**src/rtl/gen_audio_if.sv**
```systemverilog
// rtl/gen_audio_if.sv - output-port write bus from the CPU datapath into the tone generator
interface gen_audio_if #(parameter int WIDTH = 8);
  logic             we;
  logic             addr;
  logic [WIDTH-1:0] din;

  modport master (output we, addr, din);
  modport slave  (input  we, addr, din);
endinterface

```
**src/rtl/gen_audio.sv**
```systemverilog
// rtl/gen_audio.sv - buzzer square-wave tone generator with duration ticks
// Optional feature macro: GEN_AUDIO_PENDING_EN (one-entry queued note).
module gen_audio #(
  parameter int WIDTH    = 8,
  parameter int PRESC    = 256,
  parameter int TICK_DIV = 50000
) (
  input  logic        clk,
  input  logic        reset,
  gen_audio_if.slave  bus,
  output logic        audio,
  output logic        busy,
  output logic        pend,
  output logic        done
);
  localparam int TW = (TICK_DIV > 1) ? $clog2(TICK_DIV) : 1;
  localparam int HW = WIDTH + $clog2(PRESC);

  typedef enum logic {IDLE, PLAY} state_t;

  state_t           state;
  logic [WIDTH-1:0] period_q;
  logic [WIDTH-1:0] per_act;
  logic [7:0]       dur_q;
  logic [TW-1:0]    tick_cnt;
  logic [HW-1:0]    half_cnt;
  logic [HW-1:0]    half_term;
  logic [7:0]       dur_in;
  logic [7:0]       load_dur;
  logic             wr_period, wr_start, wr_stop;
  logic             tick_last, half_last, note_end;
  logic             start_note, end_note;

  assign dur_in    = 8'(bus.din);
  assign wr_period = bus.we && !bus.addr;
  assign wr_start  = bus.we && bus.addr && (bus.din != '0);
  assign wr_stop   = bus.we && bus.addr && (bus.din == '0);

  // per_act holds the period latched at the last toggle, so a new period
  // write never shortens the half-period already in progress.
  assign half_term = HW'((HW'(per_act) + HW'(1)) * HW'(PRESC)) - HW'(1);
  assign half_last = (half_cnt == half_term);
  assign tick_last = (tick_cnt == TW'(TICK_DIV - 1));
  assign note_end  = (state == PLAY) && tick_last && (dur_q == 8'd1);

`ifdef GEN_AUDIO_PENDING_EN
  logic [7:0] pend_dur;
`endif

  always_comb begin
    start_note = 1'b0;
    end_note   = 1'b0;
    load_dur   = dur_in;
    if (state == IDLE) begin
      start_note = wr_start;
    end else if (!wr_stop) begin
      if (note_end) begin
        end_note = 1'b1;
`ifdef GEN_AUDIO_PENDING_EN
        if (pend) begin
          start_note = 1'b1;
          load_dur   = pend_dur;
        end else begin
          start_note = wr_start;
        end
`else
        start_note = wr_start;
`endif
      end else begin
`ifdef GEN_AUDIO_PENDING_EN
        start_note = 1'b0;
`else
        start_note = wr_start;
`endif
      end
    end
  end

  always_ff @(posedge clk or negedge reset) begin
    if (!reset) begin
      state    <= IDLE;
      period_q <= '0;
      per_act  <= '0;
      dur_q    <= '0;
      tick_cnt <= '0;
      half_cnt <= '0;
      audio    <= 1'b0;
      busy     <= 1'b0;
      done     <= 1'b0;
    end else begin
      done <= end_note;
      if (wr_period) period_q <= bus.din;
      if (state == PLAY) begin
        tick_cnt <= tick_last ? '0 : tick_cnt + 1'b1;
        if (tick_last) dur_q <= dur_q - 8'd1;
        if (half_last) begin
          half_cnt <= '0;
          audio    <= ~audio;
          per_act  <= period_q;
        end else begin
          half_cnt <= half_cnt + 1'b1;
        end
      end
      // Later assignments override the free-running counter updates above.
      if (state == PLAY && wr_stop) begin
        state <= IDLE;
        busy  <= 1'b0;
        audio <= 1'b0;
      end else if (start_note) begin
        state    <= PLAY;
        busy     <= 1'b1;
        audio    <= 1'b1;
        dur_q    <= load_dur;
        tick_cnt <= '0;
        half_cnt <= '0;
        per_act  <= period_q;
      end else if (end_note) begin
        state <= IDLE;
        busy  <= 1'b0;
        audio <= 1'b0;
      end
    end
  end

`ifdef GEN_AUDIO_PENDING_EN
  // A start arriving on the end cycle with an empty slot plays directly instead of queuing.
  always_ff @(posedge clk or negedge reset) begin
    if (!reset) begin
      pend     <= 1'b0;
      pend_dur <= '0;
    end else if (state == PLAY) begin
      if (wr_stop) begin
        pend <= 1'b0;
      end else if (wr_start && (!note_end || pend)) begin
        pend     <= 1'b1;
        pend_dur <= dur_in;
      end else if (note_end) begin
        pend <= 1'b0;
      end
    end
  end
`else
  assign pend = 1'b0;
`endif

endmodule

```
**src/flat_wrapper.sv**
```systemverilog
// flat-port wrapper written by rule: the top's interface ports become plain ports
module gen_audio_flat 
#(
  parameter int WIDTH    = 8,
  parameter int PRESC    = 256,
  parameter int TICK_DIV = 50000
)
  (clk, reset, audio, busy, pend, done, bus_we, bus_addr, bus_din);
  gen_audio_if #(.WIDTH(WIDTH)) bus_i ();
  input  logic clk;
  input  logic reset;
  output logic audio;
  output logic busy;
  output logic pend;
  output logic done;
  input wire logic [$bits(bus_i.we)-1:0] bus_we;
  input wire logic [$bits(bus_i.addr)-1:0] bus_addr;
  input wire logic [$bits(bus_i.din)-1:0] bus_din;
  assign bus_i.we = bus_we;
  assign bus_i.addr = bus_addr;
  assign bus_i.din = bus_din;
  gen_audio #(.WIDTH(WIDTH), .PRESC(PRESC), .TICK_DIV(TICK_DIV)) u_core (.clk(clk), .reset(reset), .bus(bus_i), .audio(audio), .busy(busy), .pend(pend), .done(done));
endmodule
```
**config.mk**
```make
export PLATFORM = sky130hd
export DESIGN_NAME = gen_audio_flat
export DESIGN_NICKNAME = d
export VERILOG_FILES = /design/src/rtl/gen_audio_if.sv /design/src/rtl/gen_audio.sv /design/src/flat_wrapper.sv
export SDC_FILE = /design/constraint.sdc
export NUM_CORES = 1
export LEC_CHECK = 0
export BUFFER_PORTS_ARGS = -buffer_cell sky130_fd_sc_hd__clkbuf_2
export CAP_MARGIN = 20
export CORE_MARGIN = 1
export CORE_UTILIZATION = 35
export CTS_CLUSTER_SIZE = 28
export DETAILED_ROUTE_END_ITERATION = 7
export PLACE_DENSITY = 0.52
export SLEW_MARGIN = 15
export SYNTH_ARGS = -nofsm -noshare
export SYNTH_HDL_FRONTEND = slang
export SYNTH_SLANG_ARGS = --single-unit
```
**constraint.sdc**
```tcl
create_clock -name clk -period 4.9 [get_ports clk]
set_input_delay 0.245 -clock clk [delete_from_list [all_inputs] [get_ports clk]]
set_output_delay 0.245 -clock clk [all_outputs]
set_load 0.01 [all_outputs]
```
==> results of run 1 <==
## placed cells by master (no fill, tap or decap), types with 4 or more instances in the layout
cell type / Yosys / final
mux2_2: 13 / 13
xor2_1: 29 / 29
ha_1: 5 / 5
or3_1: 4 / 4
nand4_1: 11 / 11
nor2_1: 41 / 41
xnor2_1: 20 / 20
o21ai_0: 9 / 9
a21oi_1: 7 / 7
clkbuf_8: 0 / 10
inv_1: 4 / 4
nor4_1: 7 / 7
and3_1: 9 / 9
nand3_1: 14 / 14
nand2_1: 28 / 28
dfrtp_1: 59 / 59
clkbuf_2: 1 / 14
mux2_4: 4 / 4
## layer usage
| layer | up-vias | routed length, um | part of all wire [%] | GRT usage, % |
|---|---|---|---|---|
| li1 | 1106 | - | - | - |
| met5 | - | 0 | 0 | 0 |
| met1 | 1070 | 3090 | 52 | 18.9 |
| met3 | 4 | 140 | 2.4 | 5.20 |
| met2 | 15 | 2660 | 45 | 20.5 |
| met4 | 0 | 36 | 0.61 | 3.10 |
## worst register-to-register path: stages, from the launching register on
cell,delay (ns)
dfrtp_1,0.51
ha_1,0.32
and4b_1,0.28
a21oi_1,0.07
a221oi_1,0.29
and3_1,0.19
o2111a_2,0.22
or2_1,0.75
mux2_2,0.41
## path summary, 6_finish.rpt
check	end	cells after the start
worst min register to register	u_core.per_act[2]	1
worst max register to register	u_core.per_act[1]	8
min in group clk	u_core.dur_q[0]	3
worst max-delay path	u_core.per_act[1]	8
max in group asynchronous	u_core.period_q[2]	2
worst min-delay path	u_core.half_cnt[11]	2
## cell families (layout without fill, tap and decap cells)
logic type                 count (synthesis)  count (layout)
and+or+nand+nor                          133             133
DFF                                       59              59
xor gates and xnor gates                  49              49
AOI/OAI and AO/OA                         27              27
muxes                                     19              19
buffers and inverters                     19              35
adders and majority gates                  5               5
other                                      1               1
## layout make-up
| class | count | area, um^2 | area share, % |
|---|---|---|---|
| multi-input cells | 234 | 1570 | 45.6 |
| inverters | 4 | 15.0 | 0.437 |
| repair buffers | 16 | 85.1 | 2.47 |
| clock buffers | 12 | 145 | 4.22 |
| well taps | 108 | 135 | 3.93 |
| clock inverters | 3 | 15.0 | 0.437 |
| flip-flops and latches | 59 | 1480 | 42.9 |
## flip-flops by register name, indices dropped and copies added (netlist names)
signal and count:
u_core.period_q 8, u_core.tick_cnt 16, u_core.audio 1, u_core.done 1
u_core.per_act 8, u_core.busy 1, u_core.dur_q 8, u_core.half_cnt 16
## power breakdown
group	switching, mW	internal, mW	leakage [nW]
Combinational	0.108	0.115	0.658
Clock	0.174	0.192	0.0860
Sequential	0.0819	0.547	0.755
Total	0.364	0.855	1.50
## per-stage QoR
step,hold WS (ns),cell area (um^2)
final,0.0487,3440
after global routing,0.121,3440
after CTS,0.0951,3440
after detailed placement,0.458,3280
after global placement,0.463,3280
after floorplan,-0.0506,3160
==> metrics, run 1 <==
Fin. Hold Viols=0; top-count cell post-synth=dfrtp_1; # setup viols final=0; CP endpoint kind=flip-flop; Synth async-reset ratio=100%; Max stage delay on crit path=0.75 ns; CP bufs+invs=0; multiplexer share of the synthesized area=7.17%; Top Family by Delay on Critical Path=simple AND/OR/NAND/NOR gates; total of max-cap violations=0; most frequent cells after synthesis=59 x dfrtp_1, 41 x nor2_1, 29 x xor2_1, 28 x nand2_1, 20 x xnor2_1; DRT Wirelength=5.92 mm; CP Launch Type=flip-flop; initial drt markers=97; Syn-to-layout area delta=8.83%; CTS tree=done; ys flop type=dfrtp_1; post-CTS resize count=0; relative slew slack=36.2%; Final #Nets=341; largest family of logic cells by synthesized area=simple AND/OR/NAND/NOR gates; Peak VDD IR=0.000175 V; register area share after synthesis=46.7%; Residual DRC=0; Total GRT Usage=13.7%; via count=2,195; Setup WS post-layout=1.76 ns; Max H-tree Level=3; EDFF count, synth=0; Die X=97.0 um; post-synthesis instance area=0.00316 mm^2; Reg-to-Reg Start=u_core.per_act[0]; R2R setup slack=1.76 ns; Final Cycle Share=64.2%; Via density=5.03; Syn. warnings=0; cell count after synthesis=312; critical path launch point=u_core.per_act[0]; PortBufs=14; CTS Buffer Depth=2; PnR Total Power=1.22 mW; share of the synthesized area in the top cell type=46.7%; Clock transition at path regs=0.06 ns; Post-Synth Simple-Gate Area=20.9%; leak pwr=1.50 nW; status=finished, final reports clean; Antenna Nets Post-Route=0; TritonRoute pass-1 iters=5; CTS root buf=clkbuf_8; CP arrival=3.35 ns; Synth Area in Compound Gates=5.82%; Post-CTS Setup Inserts=0; RSZ-0062 raised after global routing=no; Site Rows=34; Final HPWL DP=4.09 mm; pin count of the biggest net entering global routing=60; clock buffer count from CTS=9; Top Ports=16; share of cells above drive strength 1=14.9%; Die H=97.0 um; Hold Buf Count CTS=0; Tmin final=3.14 ns; CP Max Fanout=23; Clk Latency, worst-skew pair=0.32 ns; diode count=0; Avg Inst Size Synth=10.1 um^2; maximum clock skew at final layout=0.00674 ns; initial antenna violation count=0; total gr overflow=0; Post-Layout Cell Count=436; pre-CTS WS=1.79 ns; hold crit path type=input port to async pin; post-synthesis xor/xnor area fraction=13.6%; Peak Freq=318 MHz; Core Region=0.00872 mm^2; global-route wire length before repair=10.2 mm; placed cell count=421; WL per Instance=13.6 um; Syn Nets=329; dominant cell type by area after synthesis=dfrtp_1; # clock sinks=59; crit-path cells=ha_1, and4b_1, a21oi_1, a221oi_1, and3_1, o2111a_2, or2_1, mux2_2; fill count=851; WS Path Type=flip-flop to flip-flop; worst slew pin tran=0.957 ns; Util after Layout=39.4%; P per Cell Area=354 mW/mm^2; vias in the first global route=2,073; die area=0.00941 mm^2; CP max stage cell=or2_1; Placer Congestion=0.777; max-slew violations=0; Adder-Cell Fraction of Synth Area=1.98%; Fin Setup TNS=0 ns; synth top area cells=dfrtp_1 47%, xor2_1 8.0%, xnor2_1 5.5%; Netlist cell types=46; #FFs+latches synth=59; initial core utilization=36.2%; required time worst endpoint=5.11 ns
(Power assumes the default switching activity.)
==> run 2: changes to the inputs <==
Settings changed: ABC_AREA from default to 1.
Clock period 4.9 ns to 3.28 ns, I/O delays scaled along.
==> run 2 against run 1 <==
Compared with the run above: critical path depth grew 4; largest power group unchanged; total power grew 52%; fmax rose by 38%.
==> metrics, run 2 <==
placed cell count=585 (+39%); Final #Nets=485 (+42%); PortBufs=14 (unchanged); pin count of the biggest net entering global routing=51 (-15%); Residual DRC=0 (unchanged); Top Registers=u_core.half_cnt x16, u_core.tick_cnt x16; Peak VDD IR=0.000249 V (+42%); # clock sinks=59 (unchanged); diode count=0 (unchanged); EDFF count, synth=0 (unchanged); Antenna Nets Post-Route=0 (unchanged); R2R setup slack=1.00 ns (-0.76 ns); CTS root buf=clkbuf_8; Peak Freq=439 MHz (+38%); required time worst endpoint=3.56 ns (-1.55 ns); Syn Nets=463 (+41%); most frequent cells in the layout=108 x nand2_1, 59 x dfrtp_1, 54 x inv_1; CP max stage cell=dfrtp_1; Clock transition at path regs=0.07 ns (about the same); P per Cell Area=484 mW/mm^2 (+37%); Synth async-reset ratio=100% (unchanged); r2r worst-path depth=12 (+4); Setup crit end=u_core.per_act[0]; CTS tree=done; Setup WS post-layout=1.00 ns (-0.755 ns); via count=2,815 (+28%); Most common cell on crit path=nand3_1; TritonRoute pass-1 iters=5 (unchanged); dominant cell type by area after synthesis=dfrtp_1; Adder-Cell Fraction of Synth Area=1.82% (-0.16 points); crit-path cells=ha_1, nand2_4, clkinv_4, o21ai_1, nand3_1, nand3_1, nand3_1, nor2_2, nand3_4, nand2_4, nand2_1, o21ai_2; Placer Congestion=0.830 (+6.8%); Syn-to-layout area delta=11.4%; clock buffer count from CTS=9 (unchanged); # setup viols final=0 (unchanged); Die X=101 um (+4.2%); largest family of logic cells by synthesized area=simple AND/OR/NAND/NOR gates; Netlist cell types=37 (-20%); die area=0.0102 mm^2 (+8.6%); initial core utilization=36.7% (+0.45 points); post-synthesis xor/xnor area fraction=4.59% (-9.0 points); Site Rows=35 (+2.9%); Util after Layout=40.9% (+1.4 points); #FFs+latches synth=59 (unchanged); hold crit path type=input port to flip-flop; Post-Layout Cell Count=602 (+38%); initial drt markers=101 (+4.1%); CP Max Fanout=26 (+13%); Die H=101 um (+4.2%); most frequent cells after synthesis=108 x nand2_1, 59 x dfrtp_1, 54 x inv_1, 45 x nor2_1, 34 x nand3_1; multiplexer share of the synthesized area=0% (-7.2 points); Syn. warnings=0 (unchanged); relative slew slack=52.9% (+17 points); post-synthesis instance area=0.00344 mm^2 (+8.8%); Top Ports=16 (unchanged); register area share after synthesis=42.9% (-3.8 points); Fin Setup TNS=0 ns (unchanged); total of max-cap violations=0 (unchanged); CP Launch Type=flip-flop; PnR Total Power=1.86 mW (+52%); Core Region=0.00937 mm^2 (+7.5%); CTS Buffer Depth=2 (unchanged); Max stage delay on crit path=0.44 ns (-0.31 ns); maximum clock skew at final layout=0.0101 ns (+0.00334 ns); Fin. Hold Viols=0 (unchanged); critical path launch point=u_core.per_act[0]; r2r endpoint=u_core.per_act[0]; worst slew pin tran=0.700 ns (-0.257 ns); Final Cycle Share=69.5% (+5.3 points); top-count cell post-synth=nand2_1; share of the synthesized area in the top cell type=42.9% (-3.8 points); Avg Inst Size Synth=7.71 um^2 (-24%); RSZ-0062 raised after global routing=no; Via density=4.68 (-7.1%); pre-CTS WS=0.977 ns (-0.811 ns); commonest non-fill, non-tap cell in the layout=nand2_1; global-route wire length before repair=12.3 mm (+20%); max-slew violations=0 (unchanged); Max H-tree Level=3 (unchanged); CP endpoint kind=flip-flop; Clk Latency, worst-skew pair=0.35 ns (+0.03 ns); fill count=999 (+17%); Final HPWL DP=5.28 mm (+29%); leak pwr=1.79 nW (+19%); Post-CTS Setup Inserts=0 (unchanged); Synth Area in Compound Gates=9.17% (+3.4 points); ys flop type=dfrtp_1; Post-Synth Simple-Gate Area=33.1% (+12 points); vias in the first global route=2,620 (+26%); WL per Instance=11.9 um (-13%); total gr overflow=0 (unchanged); cell count after synthesis=446 (+43%); CP arrival=2.55 ns (-0.80 ns); initial antenna violation count=0 (unchanged); synth top area cells=dfrtp_1 43%, nand2_1 12%, inv_1 5.9%; DRT Wirelength=7.15 mm (+21%); Tmin final=2.28 ns (-0.865 ns); WS Path Type=flip-flop to flip-flop; share of cells above drive strength 1=15.9% (+0.92 points); Total GRT Usage=15.7% (+2.0 points); status=finished, final reports clean; Reg-to-Reg Start=u_core.per_act[0]
## run 2: cell types whose count changed after synthesis, moves of 8 or more
cell | before | now
o21ai_0 | 9 | 25
inv_1 | 4 | 54
nand2_1 | 28 | 108
nand3_1 | 14 | 34
mux2_2 | 13 | 0
nor3_1 | 3 | 13
xnor2_1 | 20 | 3
and3_1 | 9 | 0
nand2_2 | 0 | 10
xor2_1 | 29 | 15
a21oi_1 | 7 | 15
o21ai_2 | 0 | 8
## run 2: per-stage QoR
step | cell area [um^2] | hold slack (ns)
floorplan | 3440 | -0.132
finish | 3830 | 0.0451
global placement | 3630 | 0.0505
detailed placement | 3630 | 0.0530
global route | 3830 | 0.0571
CTS | 3830 | 0.0299
## run 2: how the worst min path moves through the flow
stage | startpoint | end | slack, ns | depth (start not counted)
after floorplan | reset | u_core.audio | -0.13 | 0
after global placement | reset | u_core.half_cnt[7] | 0.05 | 1
after detailed placement | reset | u_core.half_cnt[9] | 0.05 | 1
after CTS | bus_din[7] | u_core.dur_q[7] | 0.03 | 3
after global routing | bus_din[7] | u_core.dur_q[7] | 0.06 | 3
final | bus_din[7] | u_core.dur_q[7] | 0.05 | 3
## run 2: layout make-up
cell class	instances	area [um^2]	area share, %
multi-input combinational	321	1680	43.8
sequential	59	1480	38.5
inverter	59	226	5.91
tap	129	161	4.21
clock buffer	10	138	3.59
timing repair buffer	18	103	2.68
clock inverter	6	48.8	1.27
## run 2: routing by layer
layer	global-route usage [%]	routed length (um)	vias to the layer above
met5	0	0	-
met4	6.58	138	0
met3	4.02	237	12
met2	24.8	3260	43
met1	20.6	3520	1283
li1	-	-	1477
## run 2: cells by family (layout without fill, tap and decap cells)
kind of cell / after synthesis / in the layout
fa+ha+maj: 5 / 5
flops: 59 / 59
buf+inv: 66 / 93
simple gates: 243 / 243
compound gates: 54 / 54
other cells: 1 / 1
xor+xnor: 18 / 18
## run 2: critical path, delay by kind of cell, from the launching register on
kind            cells  cell delay [ns]
buf+inv             1             0.09
fa+ha+maj           1             0.26
compound gates      2             0.25
simple gates        8             1.16
flops               1             0.44
## run 2: power by group
part           total, mW  switching [mW]  internal, mW
Combinational      0.342           0.211         0.131
Sequential         0.889          0.0807         0.809
Clock              0.625           0.325         0.300
## run 2: what timing repair did
item | in CTS | in global routing
hold buffers | 1 | 0
gates resized for setup | 0 | 0
hold endpoints to repair | 9 | 0
==> run 3: changes to the inputs <==
Clock period 3.28 ns to 2.3 ns, I/O delays scaled along.
==> run 3 against run 2 <==
Compared with the run above: total power is 45% higher; fmax increased by 6.6%; critical path depth is 1 lower; utilization up 1.0 points; die area did not move; final cell count grew 1.5%; final area rose by 2.5%; first-iteration DRC count up 15%.
==> metrics, run 3 (synthesis gave the netlist of run 2 again) <==
Site Rows=35 (unchanged); global-route wire length before repair=12.4 mm (+0.67%); Clk Latency, worst-skew pair=0.33 ns (-0.02 ns); Total GRT Usage=15.7% (-0.067 points); Clock transition at path regs=0.08 ns (about the same); initial core utilization=36.7% (unchanged); Via density=4.68 (about the same); DRT Wirelength=7.29 mm (+1.9%); critical path launch point=u_core.per_act[0]; # clock sinks=59 (unchanged); share of cells above drive strength 1=17.2% (+1.4 points); pin count of the biggest net entering global routing=60 (+18%); PnR Total Power=2.70 mW (+45%); Syn-to-layout area delta=14.2%; Max H-tree Level=3 (unchanged); relative slew slack=48.3% (-4.6 points); hold crit path type=input port to flip-flop; Final #Nets=494 (+1.9%); max-slew violations=0 (unchanged); total of max-cap violations=0 (unchanged); CTS Buffer Depth=2 (unchanged); vias in the first global route=2,676 (+2.1%); via count=2,857 (+1.5%); Placer Congestion=0.864 (+4.1%); TritonRoute pass-1 iters=4 (-1); Peak VDD IR=0.000275 V (+10%); status=finished, final reports clean; RSZ-0062 raised after global routing=yes; Reg-to-Reg Start=u_core.per_act[0]; required time worst endpoint=2.52 ns (-1.04 ns); WL per Instance=11.9 um (+0.37%); most frequent cells in the layout=108 x nand2_1, 59 x dfrtp_1, 54 x inv_1; WS Path Type=flip-flop to flip-flop; Fin. Hold Viols=0 (unchanged); Core Region=0.00937 mm^2 (unchanged); diode count=0 (unchanged); worst slew pin tran=0.776 ns (+0.0759 ns); initial drt markers=116 (+15%); CTS root buf=clkbuf_8; CP endpoint kind=flip-flop; total gr overflow=0 (unchanged); CP Launch Type=flip-flop; Post-CTS Setup Inserts=0 (unchanged); hold slack=0.0445 ns (-0.000638 ns); Die X=101 um (unchanged); final instance area=0.00393 mm^2 (+2.5%); leak pwr=1.85 nW (+3.2%); Final HPWL DP=5.38 mm (+1.9%); P per Cell Area=687 mW/mm^2 (+42%); CTS tree=done; Die H=101 um (unchanged); Tmin final=2.14 ns (-0.141 ns); PortBufs=14 (unchanged); Antenna Nets Post-Route=0 (unchanged); Final Cycle Share=92.9% (+23 points); initial antenna violation count=0 (unchanged); hold_sp=bus_din[3]; maximum clock skew at final layout=0.00996 ns (-0.000127 ns); # setup viols final=0 (unchanged); commonest non-fill, non-tap cell in the layout=nand2_1; Residual DRC=0 (unchanged); CP Max Fanout=13 (-50%); Peak Freq=468 MHz (+6.6%); Fin Setup TNS=0 ns (unchanged); Top Ports=16 (unchanged); DP Area=0.00368 mm^2 (+1.2%); CP arrival=2.36 ns (-0.19 ns); die area=0.0102 mm^2 (unchanged); clock buffer count from CTS=9 (unchanged); Top Registers=u_core.half_cnt x16, u_core.tick_cnt x16
-- run 3: changes by cell type in the layout (fill, tap and decap cells not counted) --
cell	previous run	this run
inv_6	2	0
clkinv_2	0	3
clkinvlp_4	3	2
dlygate4sd3_1	1	3
nand2_8	0	1
buf_4	3	9
nor3_2	4	5
clkbuf_8	10	9
nor3_1	13	12
bufinv_16	0	1
-- run 3: final cells by class --
cell class,instances,area (um^2)
clock inverter,7,68.8
timing repair buffer,26,168
fill,995,5440
multi-input combinational,322,1700
clock buffer,9,124
sequential,59,1480
tap,129,161
inverter,59,226
-- run 3: power breakdown --
part           switching (mW)  leakage [nW]  internal, mW
Sequential              0.111         0.770          1.15
Clock                   0.431        0.0950         0.496
Combinational           0.310         0.981         0.197
Total                   0.852          1.85          1.85
-- run 3: timing repair --
action | CTS | global route
hold buffers | 3 | 0
hold endpoints to repair | 61 | 0
setup endpoints to repair | 0 | 21
resized for setup | 0 | 2
-- run 3: per-stage QoR --
| stage | worst slack, ns | cells | utilization (%) |
|---|---|---|---|
| after floorplan | 0.366 | 446 | - |
| after global placement | 0.135 | 591 | 39.3 |
| after detailed placement | 0.0707 | 591 | 39.3 |
| after CTS | 0.0326 | 610 | 41.6 |
| after global routing | -0.0462 | 611 | 41.9 |
| final | 0.162 | 611 | 41.9 |
-- run 3: final timing paths --
kind	to	slack, ns	depth (start not counted)
setup / recovery	u_core.half_cnt[11]	0.16	11
hold / removal	u_core.dur_q[3]	0.04	3
setup reg to reg	u_core.half_cnt[11]	0.16	11
hold reg to reg	u_core.period_q[6]	0.49	2
max in group asynchronous	u_core.per_act[3]	1.29	3
min in group asynchronous	u_core.half_cnt[10]	0.47	3
-- run 3: per-layer routing --
metal | global-route usage [%] | part of all wire (%) | up-vias
li1 | - | - | 1496
met1 | 20.3 | 49 | 1323
met2 | 26.1 | 47 | 29
met3 | 2.50 | 2.4 | 9
met4 | 6.35 | 1.5 | 0
met5 | 0 | 0 | -
-- run 3: worst max-delay path, stage by stage (launching register included) --
cell,delay (ns)
dfrtp_1,0.44
ha_1,0.26
nand2_4,0.12
clkinv_4,0.09
o21ai_1,0.19
nand3_1,0.12
nand3_1,0.09
nand3_1,0.09
nor2_2,0.15
nand3_4,0.16
nand2_4,0.24
nor2_1,0.07
